===== config.mk =====
export PLATFORM = sky130hd
export DESIGN_NAME = regfile_write_queue
export DESIGN_NICKNAME = d
export VERILOG_FILES = /design/src/rtl/regfile_write_queue.sv
export SDC_FILE = /design/constraint.sdc
export NUM_CORES = 1
export LEC_CHECK = 0
export ABC_AREA = 1
export ABC_CLOCK_PERIOD_IN_PS = 4100
export BUFFER_PORTS_ARGS = -buffer_cell sky130_fd_sc_hd__buf_2
export CORE_ASPECT_RATIO = 0.8
export CORE_MARGIN = 2
export CORE_UTILIZATION = 57
export DETAILED_ROUTE_END_ITERATION = 8
export GPL_TIMING_DRIVEN = 0
export PLACE_DENSITY = 0.78
export SYNTH_ARGS = -nofsm -noshare
export SYNTH_HDL_FRONTEND = slang
export SYNTH_SLANG_ARGS = --single-unit

===== constraint.sdc =====
create_clock -name clk -period 4.1 [get_ports clk]
set_input_delay 0.615 -clock clk [delete_from_list [all_inputs] [get_ports clk]]
set_output_delay 0.615 -clock clk [all_outputs]
set_load 0.01 [all_outputs]

===== src/rtl/regfile_write_queue.sv =====
`default_nettype none
// ============================================================================
// Module   : regfile_write_queue
// Purpose  : Merges ALU and load write requests into an in-order FIFO and
//            drains one write per cycle onto the register file write port.
// Revision : 1.0
// ============================================================================
module regfile_write_queue #(
    parameter int DEPTH = 4,
    parameter int PTR_W = 2
) (
    input  logic        clk,
    input  logic        rst,
    input  logic        alu_valid,
    input  logic [4:0]  alu_reg,
    input  logic [31:0] alu_data,
    output logic        alu_ready,
    input  logic        mem_valid,
    input  logic [4:0]  mem_reg,
    input  logic [31:0] mem_data,
    output logic        mem_ready,
    output logic [4:0]  WriteRegister,
    output logic [31:0] WriteData,
    output logic        RegWrite,
    output logic [31:0] pending,
    output logic        empty
);

    localparam logic [PTR_W:0] c_DEPTH = (PTR_W+1)'(DEPTH);

    logic [4:0]       fifo_reg_q  [DEPTH];
    logic [31:0]      fifo_data_q [DEPTH];
    logic [PTR_W-1:0] rd_ptr_q, rd_ptr_d;
    logic [PTR_W-1:0] wr_ptr_q, wr_ptr_d;
    logic [PTR_W:0]   count_q,  count_d;

    logic        w_full;
    logic        w_accept;
    logic [4:0]  w_in_reg;
    logic [31:0] w_in_data;
    logic        w_push;
    logic        w_pop;
    logic [31:0] w_pend;

    assign w_full    = (count_q == c_DEPTH);
    assign alu_ready = !w_full;
    assign mem_ready = !w_full && !alu_valid;

    assign w_accept  = (alu_valid && alu_ready) || (mem_valid && mem_ready);
    assign w_in_reg  = alu_valid ? alu_reg  : mem_reg;
    assign w_in_data = alu_valid ? alu_data : mem_data;
    // Writes to r0 are handshaken but dropped so they never reach the port.
    assign w_push    = w_accept && (w_in_reg != 5'd0);
    assign w_pop     = (count_q != '0);

    always_comb begin
        rd_ptr_d = w_pop  ? rd_ptr_q + 1'b1 : rd_ptr_q;
        wr_ptr_d = w_push ? wr_ptr_q + 1'b1 : wr_ptr_q;
        count_d  = count_q;
        if (w_push && !w_pop) begin
            count_d = count_q + 1'b1;
        end else if (!w_push && w_pop) begin
            count_d = count_q - 1'b1;
        end
    end

    always_ff @(posedge clk) begin
        if (rst) begin
            rd_ptr_q      <= '0;
            wr_ptr_q      <= '0;
            count_q       <= '0;
            RegWrite      <= 1'b0;
            WriteRegister <= 5'd0;
            WriteData     <= 32'd0;
        end else begin
            rd_ptr_q <= rd_ptr_d;
            wr_ptr_q <= wr_ptr_d;
            count_q  <= count_d;
            RegWrite <= w_pop;
            if (w_pop) begin
                WriteRegister <= fifo_reg_q[rd_ptr_q];
                WriteData     <= fifo_data_q[rd_ptr_q];
            end
        end
    end

    // Storage needs no reset: only slots inside [rd_ptr, rd_ptr+count) are read.
    always_ff @(posedge clk) begin
        if (w_push) begin
            fifo_reg_q[wr_ptr_q]  <= w_in_reg;
            fifo_data_q[wr_ptr_q] <= w_in_data;
        end
    end

    always_comb begin
        logic [PTR_W-1:0] off;
        w_pend = '0;
        off    = '0;
        for (int i = 0; i < DEPTH; i++) begin
            off = PTR_W'(i) - rd_ptr_q;
            if ({1'b0, off} < count_q) begin
                w_pend[fifo_reg_q[i]] = 1'b1;
            end
        end
        if (RegWrite) begin
            w_pend[WriteRegister] = 1'b1;
        end
    end

    assign pending = w_pend & ~32'd1;
    assign empty   = (count_q == '0) && !RegWrite;

endmodule
`default_nettype wire


==> metrics <==
mean post-synth cell area=8.91 µm²; end point of the worst hold path=RegWrite; hold path depth=2; combinational fraction of design power=39.0%; max-slew violations=0; number of register bits inferred by synthesis=193; via count of the first global-routing pass=7504; M1 wire length=10.9 mm; number of vias after detailed routing=8097; maximum number of buffers from clock root to sink=2; Core Area=0.0158 mm²; Detail Route met2 WL=11.7 mm; final standard cell area without fillers=0.0109 mm²; detailed router's first-iteration violation count=886; net switching component of the power=0.00296 W; Die Width=146 µm; fraction of the core area covered by cells at the end of the flow=69.3%; worst ir drop on vdd=408 µV; number of buffers and inverters on the critical path=4; maximum net fanout on the critical path=10; total die area=0.0172 mm²; weighted congestion reported at the end of routability-driven placement=0.985; setup repair after global routing missed its margin=false; launching point of the worst reg2reg path=count_q[2]; critical setup path kind=register to output pin; post-detailed-route DRC marker count=0; Detailed Place HPWL=18.7 mm; number of antenna violations at the first check in global routing=0; highest attainable clock frequency=0.296 GHz; number of hold violations in the final report=0; Clk pin slew, worst setup/hold paths=0.07 ns; commonest non-fill, non-tap cell in the layout=sky130_fd_sc_hd__nand2_1; share of power burned in the clock network=22.1%; relative area change from synthesis to final layout=18.5%; Inserted Clock Buffers=17; Crit path top cell by count=sky130_fd_sc_hd__nor2_1; worst flop-to-flop path endpoint=fifo_data_q[0][4]; final wirelength=26.2 mm; worst setup slack for register-to-register paths=1.55 ns; Worst setup EP type=output pin; post-layout power=0.00724 W; number of I/O port buffers=149; number of failing setup endpoints in the final timing report=0; first-pass GRT wire length=40.4 mm; part of the power in registers=38.8%; post-cts gate resize count=0; stages on the worst setup path=12; overall die height=118 µm; Worst path max stage delay=0.48 ns; run status=finished clean; layout net count=1295; max cap viols=0; average via count per standard cell=5.64; cells along the critical path=nand2_1 -> inv_1 -> buf_2 -> nor2_1 -> ha_1 -> nand3_2 -> nand2_2 -> buf_6 -> nor2_1 -> nor2_1 -> nand3_1 -> buf_2; synth warn=0; DRT Pass-1 Iters=5; fillers=1308; mean routed wirelength per cell=18.2 µm; critical path's slowest cell=sky130_fd_sc_hd__dfxtp_1; GRT Resource Usage Total=30.9%; Min-Delay Startpoint=rst; ratio of cells with drive above 1 in the final layout=18.8%; cell area after synthesis=0.00923 mm²; global-route congestion overflow total=0; cells on worst reg2reg path=6; data arrival time of the worst path=2.76 ns; endpoint required time on the critical path=3.48 ns; number of rows in the core area=41; library cells used by synthesis=32; root buffer cell=sky130_fd_sc_hd__clkbuf_16; pin count of the biggest net entering global routing=28; highest-count cells in the layout ignoring fill and taps=sky130_fd_sc_hd__nand2_1 (320), sky130_fd_sc_hd__buf_2 (156), sky130_fd_sc_hd__edfxtp_1 (148); instance area at placement=0.0104 mm²; Hold Buf Count CTS=0; Pint=0.00429 W; PD cells=662 mW/mm²; initial standard-cell utilization of the core=58.4%; switching part of the total=40.8%; cell family with the largest share of critical-path delay=simple AND/OR/NAND/NOR gates; clk_lat worst skew=0.44 ns; Sinks on Clock Net=193; Antenna diodes=0; Final Critical Period=3.37 ns; setup repair bufs after CTS=0; CTS H-tree depth=4; clock tree from TritonCTS=yes; highest layer used for signal routing=met4; type of the most critical hold path=input port to register; fin crit share=82.3%; register area share after synthesis=57.9%; Gate Count Post-Synth=1036; CP Launch Type=register; Synth Net Count=1123; Worst Skew=0.00889 ns; Final ANT Viol Nets=0; Met3 Routed Length=3.22 mm; leakage power of the design=4.78 nW; count of pins on the block boundary=151; transition time at the pin with the least slew margin=0.818 ns; Max-slew headroom=45.4%
## flip-flops by register name (all words and copies together) (netlist names)
name	flops
RegWrite	1
WriteRegister	5
fifo_data_q	128
rd_ptr_q	2
fifo_reg_q	20
WriteData	32
count_q	3
wr_ptr_q	2
## power by group through the flow
stage                     registers [W]  logic (W)  clock network (W)
after floorplan                 0.00285    0.00174                  0
after global placement          0.00286    0.00265                  0
after detailed placement        0.00284    0.00277                  0
after CTS                       0.00280    0.00281            0.00161
after global routing            0.00285    0.00310            0.00169
final                           0.00281    0.00283            0.00160
## Yosys cell counts
master,number,area (µm²)
sky130_fd_sc_hd__nor2_4,1,11.3
sky130_fd_sc_hd__o22ai_1,4,25.0
sky130_fd_sc_hd__clkbuf_1,17,63.8
sky130_fd_sc_hd__buf_4,7,52.6
sky130_fd_sc_hd__edfxtp_1,148,4440
sky130_fd_sc_hd__inv_2,5,18.8
sky130_fd_sc_hd__nand2_4,1,11.3
sky130_fd_sc_hd__a31oi_1,21,131
sky130_fd_sc_hd__nand2_1,320,1200
sky130_fd_sc_hd__inv_1,77,289
sky130_fd_sc_hd__nor3_1,37,185
sky130_fd_sc_hd__ha_1,9,113
sky130_fd_sc_hd__a21oi_1,46,230
sky130_fd_sc_hd__o21ai_0,44,220
sky130_fd_sc_hd__o21a_1,1,7.51
sky130_fd_sc_hd__o21ai_2,1,8.76
sky130_fd_sc_hd__o21ai_1,6,30.0
sky130_fd_sc_hd__nand4_2,4,50.1
sky130_fd_sc_hd__nand3_1,59,295
sky130_fd_sc_hd__nor3_4,1,16.3
sky130_fd_sc_hd__buf_2,7,35.0
sky130_fd_sc_hd__a22oi_1,21,158
sky130_fd_sc_hd__buf_6,8,90.1
sky130_fd_sc_hd__dfxtp_1,45,901
sky130_fd_sc_hd__nor2_8,1,20.0
sky130_fd_sc_hd__nand3_2,1,10.0
sky130_fd_sc_hd__a211oi_1,16,120
sky130_fd_sc_hd__nor2_2,4,25.0
sky130_fd_sc_hd__nor2_1,121,454
sky130_fd_sc_hd__conb_1,1,3.75
sky130_fd_sc_hd__nand4_1,1,6.26
sky130_fd_sc_hd__nand2_2,1,6.26
## logic make-up after synthesis
group	after synthesis	share of synthesized area, %
compound gates	160	10.1
buf+inv	121	5.95
other cells	1	0.0406
fa+ha+maj	9	1.22
simple gates	552	24.8
flops	193	57.9
## how the worst max path moves through the flow
stage | from | end | slack (ns)
3_5_place_dp | alu_valid | fifo_data_q[0][17] | 0.93
2_1_floorplan | alu_valid | fifo_data_q[0][0] | 0.90
3_3_place_gp | alu_valid | fifo_data_q[2][17] | -0.96
6_report | rd_ptr_q[1] | pending[25] | 0.73
5_1_grt | rd_ptr_q[1] | pending[19] | 0.62
4_1_cts | rd_ptr_q[1] | pending[25] | 0.80
## through the flow
step	worst slack (ns)	setup TNS, ns	hold slack (ns)	cells
2_1_floorplan	0.898	0	0.451	1036
3_3_place_gp	-0.956	-126.92	0.458	1400
3_5_place_dp	0.926	0	0.466	1404
4_1_cts	0.796	0	0.410	1436
5_1_grt	0.617	0	0.399	1436
6_report	0.726	0	0.416	1436
## layout make-up
type | instances | area [µm²] | share of cell area, %
plain buffers | 39 | 241 | 2.21
clock buffers | 18 | 429 | 3.92
clock inverters | 14 | 146 | 1.34
inverters | 82 | 308 | 2.81
multi-input cells | 722 | 3370 | 30.8
flip-flops and latches | 193 | 5350 | 48.9
well taps | 215 | 269 | 2.46
repair buffers | 153 | 833 | 7.62
## per-layer routing
| layer | vias up | GRT usage [%] |
|---|---|---|
| met1 | 3728 | 45.6 |
| met4 | 0 | 8.37 |
| met3 | 37 | 6.51 |
| met5 | - | 0 |
| li1 | 3854 | - |
| met2 | 478 | 46.8 |
Note: power is estimated with default switching activity, not from simulation.
